`src/rtl/receive_que_pkg.sv`:
```
// rtl/receive_que_pkg.sv - shared word layout, slot states and pointer helper for the receive queue
package receive_que_pkg;

    localparam int WORD_WIDTH    = 9;
    localparam int WORD_LAST_BIT = 8;

    typedef enum logic {
        S_IDLE = 1'b0,
        S_SEND = 1'b1
    } slot_state_e;

    // Pointers carry one extra wrap bit, so the difference modulo 2^ptr_width
    // distinguishes a full store from an empty one.
    function automatic logic [31:0] ptr_occupancy(input logic [31:0] wr_ptr,
                                                  input logic [31:0] rd_ptr,
                                                  input int unsigned ptr_width);
        return (wr_ptr - rd_ptr) & ((32'd1 << ptr_width) - 32'd1);
    endfunction

endpackage

```
`src/rtl/receive_que_buffer.sv`:
```
// rtl/receive_que_buffer.sv - DEPTH x 9 store, one synchronous write port, asynchronous read
module receive_que_buffer
    import receive_que_pkg::*;
#(
    parameter int DEPTH      = 64,
    parameter int ADDR_WIDTH = $clog2(DEPTH)
) (
    input  logic                  clock_i,
    input  logic                  wr_en_i,
    input  logic [ADDR_WIDTH-1:0] wr_addr_i,
    input  logic [WORD_WIDTH-1:0] wr_data_i,
    input  logic [ADDR_WIDTH-1:0] rd_addr_i,
    output logic [WORD_WIDTH-1:0] rd_data_o
);

    logic [WORD_WIDTH-1:0] mem_q [DEPTH];

    always_ff @(posedge clock_i) begin
        if (wr_en_i) begin
            mem_q[wr_addr_i] <= wr_data_i;
        end
    end

    assign rd_data_o = mem_q[rd_addr_i];

endmodule

```
`src/rtl/receive_que_slot.sv`:
```
// rtl/receive_que_slot.sv - per-port frame store: commits clean frames, drops bad ones, hands one frame per grant
module receive_que_slot
    import receive_que_pkg::*;
#(
    parameter  int DEPTH      = 64,
    localparam int ADDR_WIDTH = $clog2(DEPTH)
) (
    input  logic                  clock,
    input  logic                  reset_n,
    input  logic [7:0]            rx_data,
    input  logic                  rx_data_valid,
    input  logic                  rx_data_last,
    input  logic                  rx_data_error,
    output logic                  enable,
    output logic [WORD_WIDTH-1:0] data,
    output logic                  data_enable,
    input  logic                  ready,
    output logic                  frame_dropped,
    output logic [ADDR_WIDTH:0]   frame_count
);

    localparam int PW = ADDR_WIDTH + 1;

    logic [PW-1:0] wr_ptr_q, wr_ptr_d;
    logic [PW-1:0] commit_ptr_q, commit_ptr_d;
    logic [PW-1:0] rd_ptr_q, rd_ptr_d;
    logic [PW-1:0] frame_count_q, frame_count_d;
    logic          drop_q, drop_d;
    logic          dropped_q;
    slot_state_e   state_q, state_d;

    logic [PW-1:0] occupancy;
    logic          full;
    logic          wr_en;
    logic          bad_end;
    logic          commit;
    logic          final_accept;

    assign occupancy = PW'(ptr_occupancy(32'(wr_ptr_q), 32'(rd_ptr_q), PW));
    assign full      = (occupancy == PW'(DEPTH));

    receive_que_buffer #(
        .DEPTH      (DEPTH),
        .ADDR_WIDTH (ADDR_WIDTH)
    ) u_buffer (
        .clock_i   (clock),
        .wr_en_i   (wr_en),
        .wr_addr_i (wr_ptr_q[ADDR_WIDTH-1:0]),
        .wr_data_i ({rx_data_last, rx_data}),
        .rd_addr_i (rd_ptr_q[ADDR_WIDTH-1:0]),
        .rd_data_o (data)
    );

    // Write side: a frame is either committed whole on its last byte or
    // rewound to commit_ptr, so the reader only ever sees complete frames.
    always_comb begin
        wr_ptr_d     = wr_ptr_q;
        commit_ptr_d = commit_ptr_q;
        drop_d       = drop_q;
        wr_en        = 1'b0;
        bad_end      = 1'b0;
        commit       = 1'b0;
        if (rx_data_valid) begin
            if (drop_q || full) begin
                if (rx_data_last) begin
                    bad_end = 1'b1;
                end else begin
                    drop_d = 1'b1;
                end
            end else if (rx_data_last && rx_data_error) begin
                bad_end = 1'b1;
            end else begin
                wr_en    = 1'b1;
                wr_ptr_d = wr_ptr_q + PW'(1);
                if (rx_data_last) begin
                    commit       = 1'b1;
                    commit_ptr_d = wr_ptr_q + PW'(1);
                end
            end
            if (bad_end) begin
                wr_ptr_d = commit_ptr_q;
                drop_d   = 1'b0;
            end
        end
    end

    // Output FSM: S_IDLE between frames forces enable low for a cycle so the
    // arbiter can rotate to another slot.
    always_comb begin
        state_d      = state_q;
        rd_ptr_d     = rd_ptr_q;
        enable       = 1'b0;
        data_enable  = 1'b0;
        final_accept = 1'b0;
        case (state_q)
            S_IDLE: begin
                if (frame_count_q != '0) begin
                    state_d = S_SEND;
                end
            end
            S_SEND: begin
                enable      = 1'b1;
                data_enable = 1'b1;
                if (ready) begin
                    rd_ptr_d = rd_ptr_q + PW'(1);
                    if (data[WORD_LAST_BIT]) begin
                        final_accept = 1'b1;
                        state_d      = S_IDLE;
                    end
                end
            end
            default: state_d = S_IDLE;
        endcase
    end

    always_comb begin
        frame_count_d = frame_count_q;
        if (commit && !final_accept) begin
            frame_count_d = frame_count_q + PW'(1);
        end else if (!commit && final_accept) begin
            frame_count_d = frame_count_q - PW'(1);
        end
    end

    always_ff @(posedge clock or negedge reset_n) begin
        if (!reset_n) begin
            wr_ptr_q      <= '0;
            commit_ptr_q  <= '0;
            rd_ptr_q      <= '0;
            frame_count_q <= '0;
            drop_q        <= 1'b0;
            dropped_q     <= 1'b0;
            state_q       <= S_IDLE;
        end else begin
            wr_ptr_q      <= wr_ptr_d;
            commit_ptr_q  <= commit_ptr_d;
            rd_ptr_q      <= rd_ptr_d;
            frame_count_q <= frame_count_d;
            drop_q        <= drop_d;
            dropped_q     <= bad_end;
            state_q       <= state_d;
        end
    end

    assign frame_dropped = dropped_q;
    assign frame_count   = frame_count_q;

endmodule
```
`config.mk`:
```
export PLATFORM = sky130hd
export DESIGN_NAME = receive_que_slot
export DESIGN_NICKNAME = d
export VERILOG_FILES = /design/src/rtl/receive_que_pkg.sv /design/src/rtl/receive_que_buffer.sv /design/src/rtl/receive_que_slot.sv
export SDC_FILE = /design/constraint.sdc
export NUM_CORES = 1
export LEC_CHECK = 0
export ABC_AREA = 1
export CAP_MARGIN = 40
export CORE_MARGIN = 3
export CORE_UTILIZATION = 60
export DETAILED_ROUTE_END_ITERATION = 6
export PLACE_DENSITY = 0.78
export SLEW_MARGIN = 20
export SYNTH_ARGS = -nofsm -noshare
export SYNTH_HDL_FRONTEND = slang
export SYNTH_SLANG_ARGS = --single-unit
```
`constraint.sdc`:
```
create_clock -name clock -period 10.4 [get_ports clock]
set_input_delay 2.08 -clock clock [delete_from_list [all_inputs] [get_ports clock]]
set_output_delay 2.08 -clock clock [all_outputs]
set_load 0.02 [all_outputs]
```
Yosys cells after proc, flatten, opt, wreduce, memory -nomap -nowiden

Memories as Yosys holds them, arrays and structs flattened.
Cells that the tools add are included.

Add/sub/neg operators: 5
Equal/unequal tests: 4
Muxes and demuxes: 29
Bitwise operators: 3
Reduce and logical (&&, ||, !) cells: 13

Operators by type and width:

| kind                                                  | count |
|---|---|
| 2-to-1 mux 7 bit                                      | 5 |
| 2-to-1 mux 1 bit                                      | 23 |
| adder 7 x 1 -> 7 bit, second input constant           | 3 |
| == test 7 bit, second input constant                  | 1 |
| nonzero test 7 bit                                    | 1 |
| subtractor 7 x 1 -> 7 bit, second input constant      | 1 |
| subtractor 7 bit                                      | 1 |
| inequality test 2 x 1 -> 1 bit, second input constant | 3 |
| AND reduction 3 bit                                   | 2 |
| AND reduction 4 bit                                   | 1 |
| nonzero test 2 bit                                    | 2 |
| logical AND 1 bit                                     | 3 |
| NOT 1 bit                                             | 3 |
| logical NOT 1 bit                                     | 2 |
| case mux 1 bit (2 select lines)                       | 1 |
| AND reduction 2 bit                                   | 1 |
| logical OR 1 bit                                      | 1 |

Register bits: 31
RAM bits: 576
Input port bits: 14
Memories kept: 1

Memories:

| memory         | words | bits a word | rd ports | clocked after memory_dff | wr ports | line                     | RTL |
|---|---|---|---|---|---|---|---|
| u_buffer.mem_q | 64    | 9           | 1        | 0                        | 1        | receive_que_buffer.sv:16 | `logic [WORD_WIDTH-1:0] mem_q [DEPTH];` |

Longest topological paths before layout

Gate-level depths: netlist of the first run.

Depth in word-level cells: 9
Mapped depth: 29

Cells and area by module

Synthesis of the first run repeated with hierarchy kept, for this count alone.

Cells, all modules: 2263
Area total of the unflattened synthesis: 25607.1 um2

Modules (own cells, without submodules):

| module             | times used | cells an instance | area an instance (um2) | seq. area each (um2) |
|---|---|---|---|---|
| receive_que_buffer | 1          | 2007              | 23618.9                | 17296.6 |
| receive_que_slot   | 1          | 256               | 1988.2                 | 775.7 |

Worst setup path before layout of the first run

No wires, ideal clock.

Kind: input to register
Start: input rx_data_last
End: register frame_count_q[6], in the netlist frame_count[6]
Setup time: 0.131 ns
Data arrival time: 4.053 ns
Required time: 10.269 ns
Path slack: 6.215 ns
Stages on the path: 18
Buffers on the path: 1
Path through: nand2_1 nand3_4 inv_2 nand3_4 buf_6 inv_1 ha_1 inv_1 fa_1 nand3_1 nand3_1 nand2_1 nand2_1 a21oi_1 nand2_1 nand2_1 nor2_1 xor2_1

Cells in the longest elaborated chain, start to end: 7
Elaborated cells on any way between the ends: 10
Those cells by class: mux: 5; reduce/logical: 5

RTL lines:

| item                                                         | line                                           | RTL |
|---|---|---|
| from (decl)                                                  | receive_que_slot.sv:12                         | `input logic rx_data_last,` |
| 2-to-1 mux 1 bit / logical AND 1 bit (equally long branches) | receive_que_slot.sv:75, receive_que_slot.sv:70 |  |
| 2-to-1 mux 1 bit *                                           | receive_que_slot.sv:70                         | `end else if (rx_data_last && rx_data_error) begin` |
| 2-to-1 mux 1 bit *                                           | receive_que_slot.sv:64                         | `if (drop_q \|\| full) begin` |
| 2-to-1 mux 1 bit *                                           | receive_que_slot.sv:63                         | `if (rx_data_valid) begin` |
| logical NOT 1 bit                                            | receive_que_slot.sv:120                        | `end else if (!commit && final_accept) begin` |
| logical AND 1 bit                                            | receive_que_slot.sv:120                        |  |
| nonzero test 2 bit (no source line)                          | -                                              |  |
| to (signal assigned)                                         | receive_que_slot.sv:138                        | `frame_count_q <= frame_count_d;` |
| to (decl)                                                    | receive_que_slot.sv:27                         | `logic [PW-1:0] frame_count_q, frame_count_d;` |

Mark *: on every way between the ends. The rest lies on a longest branch, timed or not.
A chain may end at the register's enable or synchronous reset.

Final worst setup path of the first run

Start: register rd_ptr_q[0]
End: output data[2]

Cells in the longest elaborated chain, start to end: 1

RTL lines:

| item                     | line                    | RTL |
|---|---|---|
| from (decl)              | receive_que_slot.sv:26  | `logic [PW-1:0] rd_ptr_q, rd_ptr_d;` |
| from (signal assigned)   | receive_que_slot.sv:137 | `rd_ptr_q <= rd_ptr_d;` |
| memory read (64 x 9 bit) | -                       |  |
| to (decl)                | receive_que_slot.sv:15  | `output logic [WORD_WIDTH-1:0] data,` |

Every way passes these cells.

==> results of run 1 <==
-- per-stage QoR --
stage | setup WS (ns) | util (%) | cell area, um^2 | instances
after floorplan | 6.22 | - | 25000 | 2071
after global placement | 4.13 | 62.3 | 25600 | 2535
after detailed placement | 4.59 | 63.3 | 26000 | 2577
after CTS | 3.95 | 67.9 | 27800 | 2688
after global routing | 3.71 | 68.3 | 28000 | 2710
final | 3.76 | 68.3 | 28000 | 2711
-- area by class of cell --
class | instances | area, um^2
sequential | 607 | 18100
tap | 532 | 666
fill | 2726 | 13000
inverter | 68 | 263
antenna | 1 | 2.50
timing repair buffer | 117 | 1000
clock inverter | 23 | 219
multi-input combinational | 1275 | 6110
clock buffer | 88 | 1660
-- registers in the layout, summed over array words and instances (netlist names) --
| register | flops |
|---|---|
| commit_ptr_q | 7 |
| drop_q | 1 |
| frame_count | 7 |
| frame_dropped | 1 |
| rd_ptr_q | 7 |
| state_q | 1 |
| u_buffer.mem_q | 576 |
| wr_ptr_q | 7 |
-- worst max path at each step --
stage                                 to  cells past startpoint
after detailed placement         data[5]                     11
after global routing             data[2]                      9
after floorplan           frame_count[6]                     18
after global placement           data[3]                     10
after CTS                        data[5]                     11
final                            data[2]                      9
-- worst register-to-register path, cell delays in order (launching register included) --
cell and delay [ns]:
dfrtp_4 0.42, buf_12 0.47, buf_4 1.16, nor2_1 0.14, nor2_1 0.10, o21ai_0 0.09
nand3_1 0.09, nand3_1 0.15, nand2_1 0.13, nand2_1 0.06, nand2_1 0.19, inv_1 0.07
nand2_1 0.13, nand2_1 0.07, ha_1 0.23, inv_1 0.22, ha_1 0.33, a21oi_1 0.19
nand2_1 0.11, nand2_1 0.09, nand2_1 0.05, a21oi_1 0.14, xor2_1 0.15, o21ai_0 0.09
-- power by group through the flow --
stage                     logic [uW]  clock network [uW]  registers [uW]
final                           2760                2080            2870
after global routing            2990                2190            2880
after detailed placement        2670                   0            2910
after floorplan                 1810                   0            2880
after global placement          2530                   0            2910
after CTS                       2700                2090            2870
-- cells in the final DEF, fill, tap and decap left out, types with 23 or more instances in the layout --
master           netlist  final
edfxtp_1             576    576
nor2_1               422    421
o21ai_0              274    274
nand2_1              239    239
nand3_1              119    119
buf_4                 22     79
o22ai_1               67     67
inv_1                 61     61
clkbuf_16              0     60
o211ai_1              45     45
a21oi_1               34     34
dfrtp_1               31     29
clkbuf_1              68     23
clkdlybuf4s50_1        0     23
-- kinds of logic (layout without fill, tap and decap cells) --
| group | count (synthesis) | in the layout | synth area share (%) |
|---|---|---|---|
| xor+xnor | 13 | 13 | 0.455 |
| fa+ha+maj | 15 | 15 | 0.780 |
| other cells | 0 | 1 | 0 |
| buf+inv | 189 | 296 | 3.37 |
| compound gates | 449 | 449 | 10.1 |
| simple gates | 798 | 798 | 13.1 |
| flops | 607 | 607 | 72.2 |
-- per-layer routing --
metal / vias to the layer above / part of all wire, % / GRT usage, %
li1: 7539 / - / -
met1: 8308 / 36 / 37.7
met2: 1129 / 48 / 45.3
met5: - / 0 / 0
met3: 205 / 11 / 5.74
met4: 0 / 4.7 / 13.7
==> impl_metrics.ini, run 1 <==
[status]
status = finished clean

[setup_path]
r2r_slack_ns = 5.41
timing.rr.start = rd_ptr_q[0]
cpMostUsedCell = nand3_1
rr_endpoint = frame_count[5]
endpoint_kind = primary output
arrival_ns = 4.56
worstPathRequired_ns = 8.32
critical_path.startpoint = rd_ptr_q[0]
path_cells = buf_12 -> buf_4 -> o21ai_0 -> o221ai_1 -> nand3_1 -> nand3_1 -> nand3_1 -> nand2_1 -> clkdlybuf4s50_1
worst-r2r-cell-count = 23
cpPeakStageDelay_ns = 0.79
cp_top_family = buffers and inverters
worstPathMaxFanout = 212
slowest_stage = buf_4
start_kind = register
path_class = reg -> out
path_buf_inv = 3

[timing]
slew_violations = 0
relSlewSlack_pct = 24.7
post-route-min-period_ns = 6.64
hold_violations = 0
setup_viol = 0
rsz0062_at_grt = no
setup_tns_ns = 0
tightestPinTransition_ns = 1.13
fin_skew_ns = 0.0313
timing.final.crit_share_pct = 63.8
holdWs_ns = 0.493
fmax_mhz = 151

[clocking]
numCtsBuffers = 59
cts_resized = 0
post-cts-setup-buffers = 0
clockRootBuffer = clkbuf_16
htreeDepth = 2
clk-insertion-delay-late_ns = 0.62
tritoncts = yes
ctsHoldBuffers = 0
path_clk_slew_ns = 0.06
clock_sinks = 607
clock_path_buffers = 3

[die]
fp.dieArea_um2 = 44200
core_um2 = 41000
io_pins = 33
start_util_pct = 61.0
fp.dieW_um = 210
num_rows = 74
die_y_um = 210

[synth]
synth_edf_count = 576
async_reset_ff_share_pct = 5.11
syn_inst = 2071
yosys.area.top_type = edfxtp_1
synth_area_per_cell_um2 = 12.1
yosys_most_used_dff = edfxtp_1
synth_cell_types = 36
syn-num-nets = 2100
yosys-top-cells-area = edfxtp_1 69%, nor2_1 6.3%, o21ai_0 5.5%
synth_top_cell_area_share_pct = 69.1
yosysSeqAreaShare_pct = 72.2
netlist_area_um2 = 25000
netlist_top_cells_count = 576 x edfxtp_1, 422 x nor2_1, 274 x o21ai_0
ys_warn_count = 0
ys_seq_elements = 607
yosys.cell_count.top_type = edfxtp_1

[power]
switching_share_pct = 37.8
p_comb_share_pct = 35.8
p_leak_uw = 0.00976
p_seq_share_pct = 37.2
ir_drop_mv = 0.360
p_total_uw = 7700
internal-power_uw = 4790
cellPowerDensity_nw_per_um2 = 275
clockPowerShare_pct = 27.0
power_switching_uw = 2910

[grt]
grt_pass1_wl_um = 95200
grt_start_max_net_pins = 213
grt_usage_pct = 28.3
grt_antenna_before_repair = 0
grt-ovfl-total = 0
grt_pass1_vias = 16800

[placement]
place_congestion = 0.823
dp_hpwl_um = 34900
io_buffers = 32

[route]
drt-vias-per-instance = 6.34
routedWlPerCell_um = 23.2
vias = 17200
routed_wl_um = 63000
first_pass_iters = 6
drc = 0
postRouteAntennaNets = 0
drt_iter0_markers = 2362

[worst_hold_path]
holdPathStages = 2
worstHoldStart = commit_ptr_q[5]
holdPathEnd = commit_ptr_q[5]
min_path_type = reg -> reg

[final_layout]
syn2layout_area_growth_pct = 11.9
nets = 2157
drive_gt1_share_pct = 8.86

[run]
maxCapViolations = 0
Note: power is estimated with default switching activity, not from simulation.
==> inputs of run 2 (changes only) <==
==> constraint.sdc (replaced) <==
create_clock -name clock -period 6.25 [get_ports clock]
set_input_delay 1.25 -clock clock [delete_from_list [all_inputs] [get_ports clock]]
set_output_delay 1.25 -clock clock [all_outputs]
set_load 0.02 [all_outputs]
==> impl_metrics.ini, run 2 (synthesis gave the netlist of run 1 again) <==
[status]
status = finished clean

[grt]
grt_pass1_vias = 16500
grt-ovfl-total = 0
grt_start_max_net_pins = 137
grt_usage_pct = 28.1
grt_antenna_before_repair = 1
grt_pass1_wl_um = 95000

[power]
cellPowerDensity_nw_per_um2 = 454
p_leak_uw = 0.00972
ir_drop_mv = 0.486

[final_layout]
top_register = u_buffer.mem_q
final_cell_mix = 576 x edfxtp_1, 421 x nor2_1, 274 x o21ai_0, 239 x nand2_1, 119 x nand3_1
syn2layout_area_growth_pct = 11.5
instances_no_fill = 2711
final_common_cell = edfxtp_1
n_antenna_cell = 0
design_area_um2 = 27900
nets = 2159
drive_gt1_share_pct = 9.04
postLayoutCoreUtil_pct = 68.0
largest_register_ffs = 576

[clocking]
ctsHoldBuffers = 0
htreeDepth = 2
numCtsBuffers = 58
clk-insertion-delay-late_ns = 0.61
path_clk_slew_ns = 0.07
clock_path_buffers = 3
tritoncts = yes
clock_sinks = 607
cts_resized = 0
post-cts-setup-buffers = 0
clockRootBuffer = clkbuf_16

[placement]
io_buffers = 32
dp_hpwl_um = 34800
place_area_um2 = 25800
place_congestion = 0.869
place_inst = 2569

[worst_hold_path]
worstHoldStart = commit_ptr_q[0]
min_path_type = reg -> reg

[route]
first_pass_iters = 7
vias = 17000
drt-vias-per-instance = 6.28
postRouteAntennaNets = 0
routedWlPerCell_um = 23.1
drt_iter0_markers = 2341
routed_wl_um = 62500
drc = 0

[timing]
slew_violations = 0
timing.final.crit_share_pct = 87.5
holdWs_ns = 0.489
hold_violations = 0
post-route-min-period_ns = 5.47
fmax_mhz = 183
fin_skew_ns = 0.0192
rsz0062_at_grt = no
relSlewSlack_pct = 41.7
tightestPinTransition_ns = 0.875
setup_tns_ns = 0
setup_viol = 0

[setup_path]
arrival_ns = 4.22
worstPathRequired_ns = 5.00
worstPathMaxFanout = 136
endpoint_kind = primary output
critical_path.startpoint = rd_ptr_q[0]
timing.rr.start = rd_ptr_q[1]
r2r_slack_ns = 1.33
start_kind = register
path_class = reg -> out

[die]
io_pins = 33
fp.dieArea_um2 = 44200
die_y_um = 210
core_um2 = 41000
fp.dieW_um = 210
start_util_pct = 61.0
num_rows = 74

[run]
maxCapViolations = 0
[run 2: changes by cell type in the layout (fill, tap and decap cells not counted), moves of 2 or more]
cell        change
clkinvlp_4      +2
clkinv_2        +3
buf_16          -2
clkinv_4        +3
clkbuf_1       -12
clkinv_1        +9
clkbuf_8        -3
buf_4           +6
[run 2: metrics by stage]
stage | power [uW] | setup WS (ns)
after global placement | 9140 | 1.61
after detailed placement | 9260 | 1.46
after global routing | 13300 | 0.709
final | 12700 | 0.784
after floorplan | 7810 | 2.46
after CTS | 12600 | 0.867
[run 2: per-layer routing]
layer  GRT usage (%)  up-vias  part of all wire (%)
met5               0        -                 0.021
met4            12.0        2                   4.2
met3            4.38      183                    11
met2            46.1     1085                    48
met1            38.2     8222                    37
li1                -     7538                     -
[run 2: layout make-up]
class | count | area (um^2)
Sequential cell | 607 | 18100
Fill cell | 2788 | 13100
Multi-Input combinational cell | 1275 | 6110
Clock buffer | 72 | 1550
Timing Repair Buffer | 120 | 973
Tap cell | 532 | 666
Inverter | 68 | 263
Clock inverter | 37 | 259
[run 2: path summary, 6_finish.rpt]
check,cells past startpoint,to
worst max-delay path,13,data[8]
worst min-delay path,2,commit_ptr_q[0]
worst max register to register,26,frame_count[6]
worst min register to register,2,commit_ptr_q[0]
max in group asynchronous,2,rd_ptr_q[1]
min in group asynchronous,2,frame_count[3]
[run 2: report_power, final]
| part | switching [uW] | total (uW) | internal, uW |
|---|---|---|---|
| combinational | 3140 | 4480 | 1340 |
| clock | 1480 | 3350 | 1870 |
| sequential | 222 | 4830 | 4600 |
[run 2: worst max-delay path, cell delays in order (launching register included)]
cell             delay (ns)
dfrtp_4                0.63
inv_8                  0.49
buf_4                  0.48
nand2_1                0.09
nand2_1                0.07
nand2_1                0.05
nand3_1                0.12
nand3_1                0.17
nand2_1                0.15
nand2_1                0.10
nand2_1                0.10
inv_1                  0.07
nand2_1                0.19
clkdlybuf4s50_1        0.66
